### src/rtl/pong_pkg.sv
// Shared timing package: phase enumeration and default 640x480@60 constants.
// Imported by vga_timing_axis and vga_sync_gen.
package pong_pkg;

  typedef enum logic [1:0] {
    ACTIVE = 2'd0,
    FP     = 2'd1,
    SYNC   = 2'd2,
    BP     = 2'd3
  } phase_t;

  localparam int DEF_TOTAL_COLS    = 800;
  localparam int DEF_TOTAL_ROWS    = 525;
  localparam int DEF_ACTIVE_COLS   = 640;
  localparam int DEF_ACTIVE_ROWS   = 480;
  localparam int DEF_H_FRONT_PORCH = 16;
  localparam int DEF_H_SYNC        = 96;
  localparam int DEF_V_FRONT_PORCH = 10;
  localparam int DEF_V_SYNC        = 2;

endpackage

### src/rtl/vga_timing_axis.sv
// One timing axis: 10-bit counter, ACTIVE/FP/SYNC/BP phase FSM,
// registered active-low sync, and a combinational wrap flag.
// Ports: clk, reset (sync, active-high), step (advance), count,
// phase_nxt (phase after this edge), sync (low in SYNC), wrap.
module vga_timing_axis
  import pong_pkg::*;
#(
  parameter int N_TOTAL  = DEF_TOTAL_COLS,
  parameter int N_ACTIVE = DEF_ACTIVE_COLS,
  parameter int N_FP     = DEF_H_FRONT_PORCH,
  parameter int N_SYNC   = DEF_H_SYNC
)(
  input  logic       clk,
  input  logic       reset,
  input  logic       step,
  output logic [9:0] count,
  output phase_t     phase_nxt,
  output logic       sync,
  output logic       wrap
);

  localparam logic [9:0] LAST  = 10'(N_TOTAL - 1);
  localparam logic [9:0] A_END = 10'(N_ACTIVE - 1);
  localparam logic [9:0] F_END = 10'(N_ACTIVE + N_FP - 1);
  localparam logic [9:0] S_END = 10'(N_ACTIVE + N_FP + N_SYNC - 1);

  phase_t phase;

  // Next phase is exposed so the owner can register decodes
  // that line up with the count of the same edge.
  always_comb begin
    wrap      = step && (count == LAST);
    phase_nxt = phase;
    if (step) begin
      unique case (phase)
        ACTIVE: if (count == A_END) phase_nxt = FP;
        FP:     if (count == F_END) phase_nxt = SYNC;
        SYNC:   if (count == S_END) phase_nxt = BP;
        BP:     if (count == LAST)  phase_nxt = ACTIVE;
      endcase
    end
  end

  always_ff @(posedge clk) begin
    if (reset) begin
      count <= '0;
      phase <= ACTIVE;
      sync  <= 1'b1;
    end else if (step) begin
      count <= wrap ? '0 : count + 10'd1;
      phase <= phase_nxt;
      sync  <= (phase_nxt != SYNC);
    end
  end

endmodule

### src/rtl/vga_sync_gen.sv
// VGA sync generator: horizontal axis stepped by i_Enable, vertical axis
// stepped by the horizontal wrap. All outputs registered and coherent.
// Ports: i_Clk, i_Reset (sync, active-high), i_Enable (pixel tick),
// o_HSync/o_VSync (active-low), o_Col_Count/o_Row_Count, o_Active,
// o_Line_Start/o_Frame_Start (1-cycle pulses), o_Frame_Count.
// Optional: define VGA_SYNC_GEN_FRAME_CNT_EN for a wrapping 8-bit frame
// counter; otherwise o_Frame_Count is tied to 0.
module vga_sync_gen
  import pong_pkg::*;
#(
  parameter int TOTAL_COLS    = DEF_TOTAL_COLS,
  parameter int TOTAL_ROWS    = DEF_TOTAL_ROWS,
  parameter int ACTIVE_COLS   = DEF_ACTIVE_COLS,
  parameter int ACTIVE_ROWS   = DEF_ACTIVE_ROWS,
  parameter int H_FRONT_PORCH = DEF_H_FRONT_PORCH,
  parameter int H_SYNC        = DEF_H_SYNC,
  parameter int V_FRONT_PORCH = DEF_V_FRONT_PORCH,
  parameter int V_SYNC        = DEF_V_SYNC
)(
  input  logic       i_Clk,
  input  logic       i_Reset,
  input  logic       i_Enable,
  output logic       o_HSync,
  output logic       o_VSync,
  output logic [9:0] o_Col_Count,
  output logic [9:0] o_Row_Count,
  output logic       o_Active,
  output logic       o_Line_Start,
  output logic       o_Frame_Start,
  output logic [7:0] o_Frame_Count
);

  phase_t h_nxt;
  phase_t v_nxt;
  logic   h_wrap;
  logic   v_wrap;

  vga_timing_axis #(
    .N_TOTAL  (TOTAL_COLS),
    .N_ACTIVE (ACTIVE_COLS),
    .N_FP     (H_FRONT_PORCH),
    .N_SYNC   (H_SYNC)
  ) u_h (
    .clk       (i_Clk),
    .reset     (i_Reset),
    .step      (i_Enable),
    .count     (o_Col_Count),
    .phase_nxt (h_nxt),
    .sync      (o_HSync),
    .wrap      (h_wrap)
  );

  vga_timing_axis #(
    .N_TOTAL  (TOTAL_ROWS),
    .N_ACTIVE (ACTIVE_ROWS),
    .N_FP     (V_FRONT_PORCH),
    .N_SYNC   (V_SYNC)
  ) u_v (
    .clk       (i_Clk),
    .reset     (i_Reset),
    .step      (h_wrap),
    .count     (o_Row_Count),
    .phase_nxt (v_nxt),
    .sync      (o_VSync),
    .wrap      (v_wrap)
  );

  // Pulses follow the wrap flags directly, so they drop on the
  // next edge whether or not i_Enable is still high.
  always_ff @(posedge i_Clk) begin
    if (i_Reset) begin
      o_Active      <= 1'b1;
      o_Line_Start  <= 1'b0;
      o_Frame_Start <= 1'b0;
    end else begin
      o_Line_Start  <= h_wrap;
      o_Frame_Start <= h_wrap && v_wrap;
      if (i_Enable)
        o_Active <= (h_nxt == ACTIVE) && (v_nxt == ACTIVE);
    end
  end

`ifdef VGA_SYNC_GEN_FRAME_CNT_EN
  always_ff @(posedge i_Clk) begin
    if (i_Reset)
      o_Frame_Count <= '0;
    else if (h_wrap && v_wrap)
      o_Frame_Count <= o_Frame_Count + 8'd1;
  end
`else
  assign o_Frame_Count = '0;
`endif

endmodule
### config.mk
export PLATFORM = sky130hd
export DESIGN_NAME = vga_sync_gen
export DESIGN_NICKNAME = d
export VERILOG_FILES = /design/src/rtl/pong_pkg.sv /design/src/rtl/vga_timing_axis.sv /design/src/rtl/vga_sync_gen.sv
export SDC_FILE = /design/constraint.sdc
export NUM_CORES = 1
export LEC_CHECK = 0
export CORE_AREA = 2 2 62 64
export DETAILED_ROUTE_END_ITERATION = 12
export DIE_AREA = 0 0 64 66
export PLACE_DENSITY = 0.72
export SYNTH_ARGS = -nofsm -noshare
export SYNTH_HDL_FRONTEND = slang
export SYNTH_SLANG_ARGS = --single-unit
### constraint.sdc
create_clock -name i_Clk -period 1.9 [get_ports i_Clk]
set_clock_uncertainty 0.15 [all_clocks]
set_input_delay 0.475 -clock i_Clk [delete_from_list [all_inputs] [get_ports i_Clk]]
set_output_delay 0.475 -clock i_Clk [all_outputs]
set_load 0.05 [all_outputs]
==> results of run 1 <==
## worst max-delay path: stages (launching register included)
cell and delay [ps]:
dfxtp_4 370, ha_4 150, nand4b_1 130, o21ai_1 150, a31oi_1 150, or4_4 580
a21oi_1 140
## layout make-up
cell class,instances,area (um^2)
clock buffer,8,58.81
sequential,29,628.1
timing repair buffer,64,673.1
fill,292,1171
multi-input combinational,134,940.9
tap,48,60.06
inverter,5,18.77
## power by group
part           total, mW  internal (mW)  switching (mW)
logic              0.136         0.0467          0.0896
registers          0.610          0.604         0.00566
clock network      0.392          0.182           0.210
## layout by cell type (no fill, tap or decap), types with 2 or more instances in the layout
cell and count:
or4_4 2, dfxtp_1 9, ha_1 3, inv_1 5, and3_4 2, nand4_1 7, nor3_2 2, nand2_1 14
a21oi_1 7, dfxtp_2 11, nand3_1 9, buf_12 15, buf_4 47, nor4b_2 2, conb_1 8, clkbuf_4 5
dfxtp_4 9, nor4_2 2, nor2_1 22, xor2_1 9, clkdlybuf4s50_1 2, xnor2_1 7, o21ai_0 3, or3_1 2
clkbuf_1 2
## flip-flops by register name, indices dropped and copies added (netlist names)
register,count
o_Line_Start,1
u_h.phase,2
o_Frame_Start,1
u_h.count,10
u_v.sync,1
o_Active,1
u_v.count,10
u_h.sync,1
u_v.phase,2
## Yosys cell counts, types with 2 or more instances
library cell / instances
dfxtp_1: 29
nor2_1: 23
nand2_1: 14
nand3_1: 10
buf_4: 9
xor2_1: 9
a21oi_1: 7
nand4_1: 7
xnor2_1: 7
inv_1: 5
clkbuf_1: 4
ha_1: 4
o21ai_0: 4
and3_1: 3
nor3_1: 3
nor4_1: 3
nor2b_1: 2
nor4b_1: 2
or3_1: 2
## routing by layer
layer	wire, um	up-vias
met1	1591	693
met2	2024	43
met4	101	0
met3	210	10
met5	0	-
li1	-	736
## cell families (layout without fill, tap and decap cells)
group / Yosys count / count (layout) / share of synthesized area, %
simple gates: 82 / 82 / 29.51
flops: 29 / 29 / 38.03
compound gates: 23 / 23 / 11.39
buf+inv: 20 / 77 / 7.704
xor+xnor: 16 / 16 / 9.181
fa+ha+maj: 4 / 4 / 3.279
other cells: 1 / 8 / 0.2457
mux: 1 / 1 / 0.6558
## how the worst min path moves through the flow
stage	to	depth (start not counted)	start	slack, ps
CTS	u_v.sync	1	u_v.sync	340
global placement	u_v.sync	1	u_v.sync	310
global route	u_v.sync	1	u_v.sync	360
finish	u_v.sync	1	u_v.sync	340
detailed placement	u_v.sync	1	u_v.sync	320
floorplan	u_h.phase[1]	2	u_h.phase[1]	350
## metrics by stage
stage	hold WS, ps	power, mW	util (%)	instance area (um^2)
2_1_floorplan	347.8	0.7265	-	1635
3_3_place_gp	308.8	0.7613	63.50	2255
3_5_place_dp	317.5	0.7618	63.50	2255
4_1_cts	338.8	1.154	65.72	2333
5_1_grt	359.3	1.195	67.02	2380
6_report	337.3	1.138	67.02	2380
## what timing repair did
| item | CTS | global route |
|---|---|---|
| hold buffers | 0 | 0 |
| pin swaps | 1 | 4 |
| resized for setup | 4 | 14 |
| setup buffers | 0 | 1 |
| endpoints found under the setup margin | 3 | 15 |
| gates cloned | 0 | 0 |
==> reports/results.txt, run 1 <==
Status: finished, final reports clean
Clk_lat worst skew: 330 ps
First-pass GRT wire length: 6.382 mm
Yosys warning count: 0
Synth Area per Inst: 8.673 um^2
Ports: 36
Largest net degree at the start of global routing: 12
Seq cells post-synth: 29
Peak VDD IR: 0.5152 mV
Routed wire length: 3.927 mm
DRT iter0 DRCs: 66
Critical Path Fanout Max: 4
Met3 Resource Use GR: 6.133%
Largest area contributor in the netlist: dfxtp_1
Num CTS Buffers: 5
Share of post-route cells with drive strength above 1: 46.25%
Die height: 66 um
Worst r2r path cells: 6
Period utilisation layout: 99.16%
Initial antenna violation count: 0
Via density: 5.146
Die W: 64 um
Clk sinks: 29
Gr busiest metal: met2
Reg2reg start: u_h.count[1]
CP Data Required Time: 2010 ps
Fin cells: 288
Vias in the first global route: 1431
Fraction of registers with async set/reset: 0%
DP Worst Slack: -359.6 ps
Post-Place Cells: 280
Post-route setup TNS: 0 ps
Worst Path Arrival: 2000 ps
GRT Overall Usage: 19.97%
Row count: 22
Nets@finish: 246
Worst setup endpoint: u_h.phase[0]
Final Hold Vio Count: 0
Core area: 3551 um^2
GRT overflow: 0
Post-synth EDFFs: 0
Htree depth: 2
Clock Pin Slew Worst Setup and Hold Paths: 90 ps
Setup WS post-layout: 16.03 ps
Worst setup EP type: flop
Avg WL per Cell: 13.64 um
DRC violation count after routing: 0
Total number of vias: 1482
R2r setup slk: 20 ps
FF-to-FF End: u_h.phase[0]
Layout area overhead: 55.90%
Syn Inst Count: 176
Max Cap Viol: 0
Drt pass-1 iters: 4
Synthesized area: 1526 um^2
Lkg Pwr: 0.9133 nW
Met1 GRT Util: 21.71%
Clock buffer depth: 2
Initial core utilization: 42.99%
Grt met2 use: 34.64%
P per Cell Area: 478.2 nW/um^2
Hold/Removal Path Class: reg -> reg
RSZ-0062 raised after global routing: true
Sequential share of the synthesized area: 38.03%
Critical Path Source: u_h.count[1]
WS Path Type: reg -> reg
Final ANT Viol Nets: 0
CTS tree: yes
Clk root buf: clkbuf_4
Final Max Slew Viols: 0
Fmax: 530.8 MHz
CP Launch Type: flop
RePlAce Congestion: 0.8886
Die area: 4224 um^2
Post-DP HPWL: 2.894 mm
Antenna cells: 0
Ranking of synthesized cells by area: dfxtp_1 (38%), nor2_1 (5.7%), xor2_1 (5.2%), buf_4 (4.4%), xnor2_1 (4.0%)
Port Buffer Count: 27
Share of the synthesized area in the top cell type: 38.03%
Fin crit period: 1884 ps
Unique cell type count in the Yosys netlist: 48
Synth Flop Type: dfxtp_1
Final setup fails: 0
(Power assumes the default switching activity.)
==> inputs of run 2 (changes only) <==
- PLACE_DENSITY: 0.72 -> 0.73
==> reports/results.txt, run 2 (synthesis gave the netlist of run 1 again) <==
Status: finished, violations left
Failing checks: setup timing
Placed Area: 2275 um^2
Drt pass-1 iters: 4
CP Launch Type: flop
Clock buffer depth: 2
Worst Path Arrival: 2050 ps
Final core utilization: 67.97%
Largest net degree at the start of global routing: 12
GRT overflow: 0
Switching portion of total power: 27.95%
Critical Path Fanout Max: 3
Antenna cells: 0
Post-DP HPWL: 2.833 mm
Clock power share: 32.5%
P per Cell Area: 461.2 nW/um^2
Nets@finish: 250
Die area: 4224 um^2
Fin cells: 292
RSZ-0062 raised after global routing: true
WS Path Type: reg -> reg
Period utilisation layout: 101.7%
Clock Pin Slew Worst Setup and Hold Paths: 90 ps
Peak VDD IR: 0.3708 mV
CP max stage delay: 550 ps
Final ANT Viol Nets: 0
Internal power: 0.8021 mW
Most frequent cells in the layout: buf_4 (48), nor2_1 (23), buf_12 (16), nand2_1 (14), dfxtp_2 (11)
DRT iter0 DRCs: 69
Initial core utilization: 42.99%
RePlAce Congestion: 0.9181
CTS tree: yes
Core area: 3551 um^2
Clk sinks: 29
Lkg Pwr: 0.9478 nW
Num CTS Buffers: 5
Hold/Removal Path Class: reg -> reg
Combinational power share: 12.7%
Fin crit period: 1933 ps
Worst path cell trace: and3b_2 -> and3_4 -> a41o_1 -> or4_4 -> a21oi_2
Layout area overhead: 58.11%
Cts hold-fix bufs: 0
Clk root buf: clkbuf_4
Vias in the first global route: 1403
Die W: 64 um
Share of post-route cells with drive strength above 1: 46.31%
Max Cap Viol: 0
Routed wire length: 3.885 mm
Total number of vias: 1476
Clk_lat worst skew: 330 ps
First-pass GRT wire length: 6.134 mm
Final Max Slew Viols: 0
Post-route setup TNS: -33.25 ps
Sequential power share: 54.7%
Top Registers: u_h.count: 10 flops, u_v.count: 10 flops
Fmax: 517.3 MHz
Post-Place Cells: 281
Ports: 36
Final Hold Vio Count: 0
Design area: 2414 um^2
DP Worst Slack: -344.5 ps
Overall Power: 1.113 mW
Commonest non-fill, non-tap cell in the layout: buf_4
Avg WL per Cell: 13.30 um
Htree depth: 2
Worst setup EP type: flop
CP Data Required Time: 2020 ps
Port Buffer Count: 27
GRT Overall Usage: 19.10%
Final setup fails: 1
Via density: 5.055
Slowest CP cell: or4_4
Setup WS post-layout: -33.25 ps
Row count: 22
Die height: 66 um
DRC violation count after routing: 0
Initial antenna violation count: 0
Switching power: 0.3111 mW
Fin Hold WS: 326.4 ps
## run 2: cell type report
class | instances | area, um^2
multi-input cells | 134 | 938.4
inverters | 5 | 18.77
repair buffers | 68 | 719.4
well taps | 48 | 60.06
fillers | 276 | 1137
flip-flops and latches | 29 | 628.1
clock buffers | 8 | 48.80
## run 2: power groups by stage
| stage | Combinational (mW) | Sequential (mW) | Clock (mW) |
|---|---|---|---|
| after floorplan | 0.0745 | 0.652 | 0 |
| after global placement | 0.137 | 0.627 | 0 |
| after detailed placement | 0.138 | 0.627 | 0 |
| after CTS | 0.139 | 0.612 | 0.376 |
| after global routing | 0.151 | 0.610 | 0.404 |
| final | 0.142 | 0.609 | 0.362 |
## run 2: what timing repair did
| action | in CTS | in global routing |
|---|---|---|
| buffers inserted | 0 | 2 |
| pin swaps | 0 | 10 |
| cloned | 0 | 1 |
| gates resized for setup | 3 | 16 |
| setup endpoints to repair | 1 | 15 |
## run 2: path summary, 6_finish.rpt
check | startpoint | end | slack [ps] | cells past startpoint
max | u_h.count[7] | u_h.phase[0] | -30 | 5
min | u_v.sync | u_v.sync | 330 | 1
max reg2reg | u_h.count[7] | u_h.phase[0] | -30 | 5
min reg2reg | u_v.sync | u_v.sync | 330 | 1
## run 2: metal layers
layer  routed length, um  track usage, %
met5                   0               0
met4                  56           8.967
met3                 156           3.918
met2                2066           35.29
met1                1605           20.76
## run 2: worst max-delay path, delay by kind of cell (launching register included)
kind | cells | cell delay, ps
AND/OR/NAND/NOR | 3 | 960
AO/OA/AOI/OAI | 2 | 390
flip-flops | 1 | 360
==> inputs of run 3 (changes only) <==
--- a/config.mk
+++ b/config.mk
@@ -7,6 +7,7 @@
 export LEC_CHECK = 0
-export CORE_AREA = 2 2 62 64
+export ABC_AREA = 1
+export CORE_AREA = 2 2 65 67
 export DETAILED_ROUTE_END_ITERATION = 12
-export DIE_AREA = 0 0 64 66
-export PLACE_DENSITY = 0.73
+export DIE_AREA = 0 0 67 69
+export PLACE_DENSITY = 0.72
 export SYNTH_ARGS = -nofsm -noshare
==> constraint.sdc (replaced) <==
create_clock -name i_Clk -period 1.9 [get_ports i_Clk]
set_clock_uncertainty 0.15 [all_clocks]
set_input_delay 0.285 -clock i_Clk [delete_from_list [all_inputs] [get_ports i_Clk]]
set_output_delay 0.285 -clock i_Clk [all_outputs]
set_load 0.05 [all_outputs]
==> reports/results.txt, run 3 <==
Final Hold Vio Count: 0
Switching portion of total power: 25.09%
Core area: 3914 um^2
Row count: 23
Post-CTS Setup Bufs: 0
Total number of vias: 1725
R2r setup slk: 190 ps
Clk_lat worst skew: 280 ps
Via density: 4.859
Share of post-route cells with drive strength above 1: 21.97%
Unique cell type count in the Yosys netlist: 26
Antenna cells: 0
Combinational power share: 8.6%
Num CTS Buffers: 5
Fraction of registers with async set/reset: 0%
Share of the synthesized area in the top cell type: 34.47%
DRT iter0 DRCs: 74
Nets@finish: 311
Layout area overhead: 27.71%
Top post-synthesis cells by count: nand2_1 (60), nor2_1 (35), inv_1 (33)
Post_cts resized: 0
Switching power: 0.3250 mW
Syn Inst Count: 258
CP Launch Type: flop
Top Registers: u_h.count: 10 flops, u_v.count: 10 flops
Clk sinks: 29
Ports: 36
Peak VDD IR: 0.3708 mV
First-pass GRT wire length: 6.734 mm
Post-DP HPWL: 3.080 mm
Synth Flop Type: dfxtp_1
Slowest CP cell: clkdlybuf4s50_1
Yosys warning count: 0
Internal power: 0.9704 mW
Port Buffer Count: 27
Synth Area per Inst: 6.528 um^2
Post-synth EDFFs: 0
Initial antenna violation count: 0
Die W: 67 um
CP Data Required Time: 1460 ps
Hold depth: 2
Fmax: 551.9 MHz
DRC violation count after routing: 0
Most frequent cells in the layout: nand2_1 (60), buf_4 (39), nor2_1 (35), inv_1 (32), dfxtp_1 (26)
Worst setup EP type: output pin
RePlAce Congestion: 0.9341
Ranking of synthesized cells by area: dfxtp_1 (34%), nand2_1 (13%), nor2_1 (7.8%), inv_1 (7.4%), a21oi_1 (4.8%)
Multi-input logic area: 944.7 um^2
P per Cell Area: 602.3 nW/um^2
Routed wire length: 3.998 mm
Fillers: 415
Initial core utilization: 43.03%
Most instantiated library cell after synthesis: nand2_1
Sequential power share: 47.8%
Final ANT Viol Nets: 0
Status: finished, final reports clean
Die height: 69 um
Htree depth: 2
Seq cells post-synth: 29
GRT Overall Usage: 18.72%
Clock buffer depth: 2
GRT overflow: 0
Fin Hold WS: 329.1 ps
Avg WL per Cell: 11.26 um
WS Path Type: reg -> out
Critical Path Fanout Max: 1
Die area: 4623 um^2
Clk root buf: clkbuf_8
CP max stage delay: 790 ps
Largest area contributor in the netlist: dfxtp_1
Synthesized area: 1684 um^2
Period utilisation layout: 95.37%
Clock Pin Slew Worst Setup and Hold Paths: 60 ps
Sequential share of the synthesized area: 34.47%
Critical path depth: 1
Final setup fails: 0
Hold/Removal Path Class: reg -> reg
Worst path cell trace: clkdlybuf4s50_1
Cell family with most CP delay: buffers and inverters
Clock power share: 43.6%
Cts hold-fix bufs: 0
Final Max Slew Viols: 0
Max Cap Viol: 0
Post-route setup TNS: 0 ps
Worst r2r path cells: 8
CTS tree: yes
Commonest non-fill, non-tap cell in the layout: nand2_1
Register area: 584.3 um^2
Worst Path Arrival: 1380 ps
Crit path buf inv count: 1
Largest net degree at the start of global routing: 13
Lkg Pwr: 0.9804 nW
Drt pass-1 iters: 4
Fin crit period: 1812 ps
Vias in the first global route: 1561
-- run 3: kinds of logic (layout without fill, tap and decap cells) --
logic type               after synthesis  after routing  share of synthesized area (%)
XOR/XNOR                               3              3                          1.560
flip-flops                            29             29                          34.47
AND/OR/NAND/NOR                      149            149                          40.49
buffers and inverters                 46             86                          12.26
adder cells (fa/ha/maj)                4              4                          2.972
AO/OA/AOI/OAI                         26             26                          8.024
other                                  1              8                         0.2227
-- run 3: per-stage QoR --
step	instance area, um^2	setup slack, ps	power [mW]	std cells	util, %
after CTS	2130	77.29	1.304	355	54.41
after detailed placement	2028	-97.90	0.7432	347	51.82
after global routing	2151	-6.419	1.339	355	54.96
after global placement	2028	-43.06	0.7425	347	51.82
final	2151	88.04	1.295	355	54.96
after floorplan	1714	8.499	0.7239	265	-
-- run 3: final cells by class --
| type | count | share of cell area (%) |
|---|---|---|
| clock buffers | 7 | 4.479 |
| clock inverters | 1 | 0.2327 |
| inverters | 36 | 6.283 |
| multi-input cells | 190 | 43.92 |
| flip-flops and latches | 29 | 27.17 |
| well taps | 50 | 2.909 |
| repair buffers | 42 | 15.01 |
-- run 3: path summary, 6_finish.rpt --
path                 startpoint            end
hold / removal         u_h.sync       u_h.sync
setup reg to reg   u_h.count[0]       u_v.sync
hold reg to reg        u_h.sync       u_h.sync
setup / recovery  o_Frame_Start  o_Frame_Start
-- run 3: power groups by stage --
stage | combinational, mW | sequential [mW] | clock [mW]
final | 0.112 | 0.619 | 0.564
after global routing | 0.120 | 0.620 | 0.600
after CTS | 0.111 | 0.619 | 0.574
after detailed placement | 0.111 | 0.633 | 0
after global placement | 0.110 | 0.633 | 0
after floorplan | 0.0738 | 0.650 | 0
-- run 3: routing by layer --
metal / vias up / share of wire, % / track usage (%)
li1: 908 / - / -
met1: 775 / 46 / 23.78
met4: 0 / 1.7 / 7.483
met5: - / 0 / 0
met3: 7 / 4.7 / 5.057
met2: 35 / 48 / 29.59
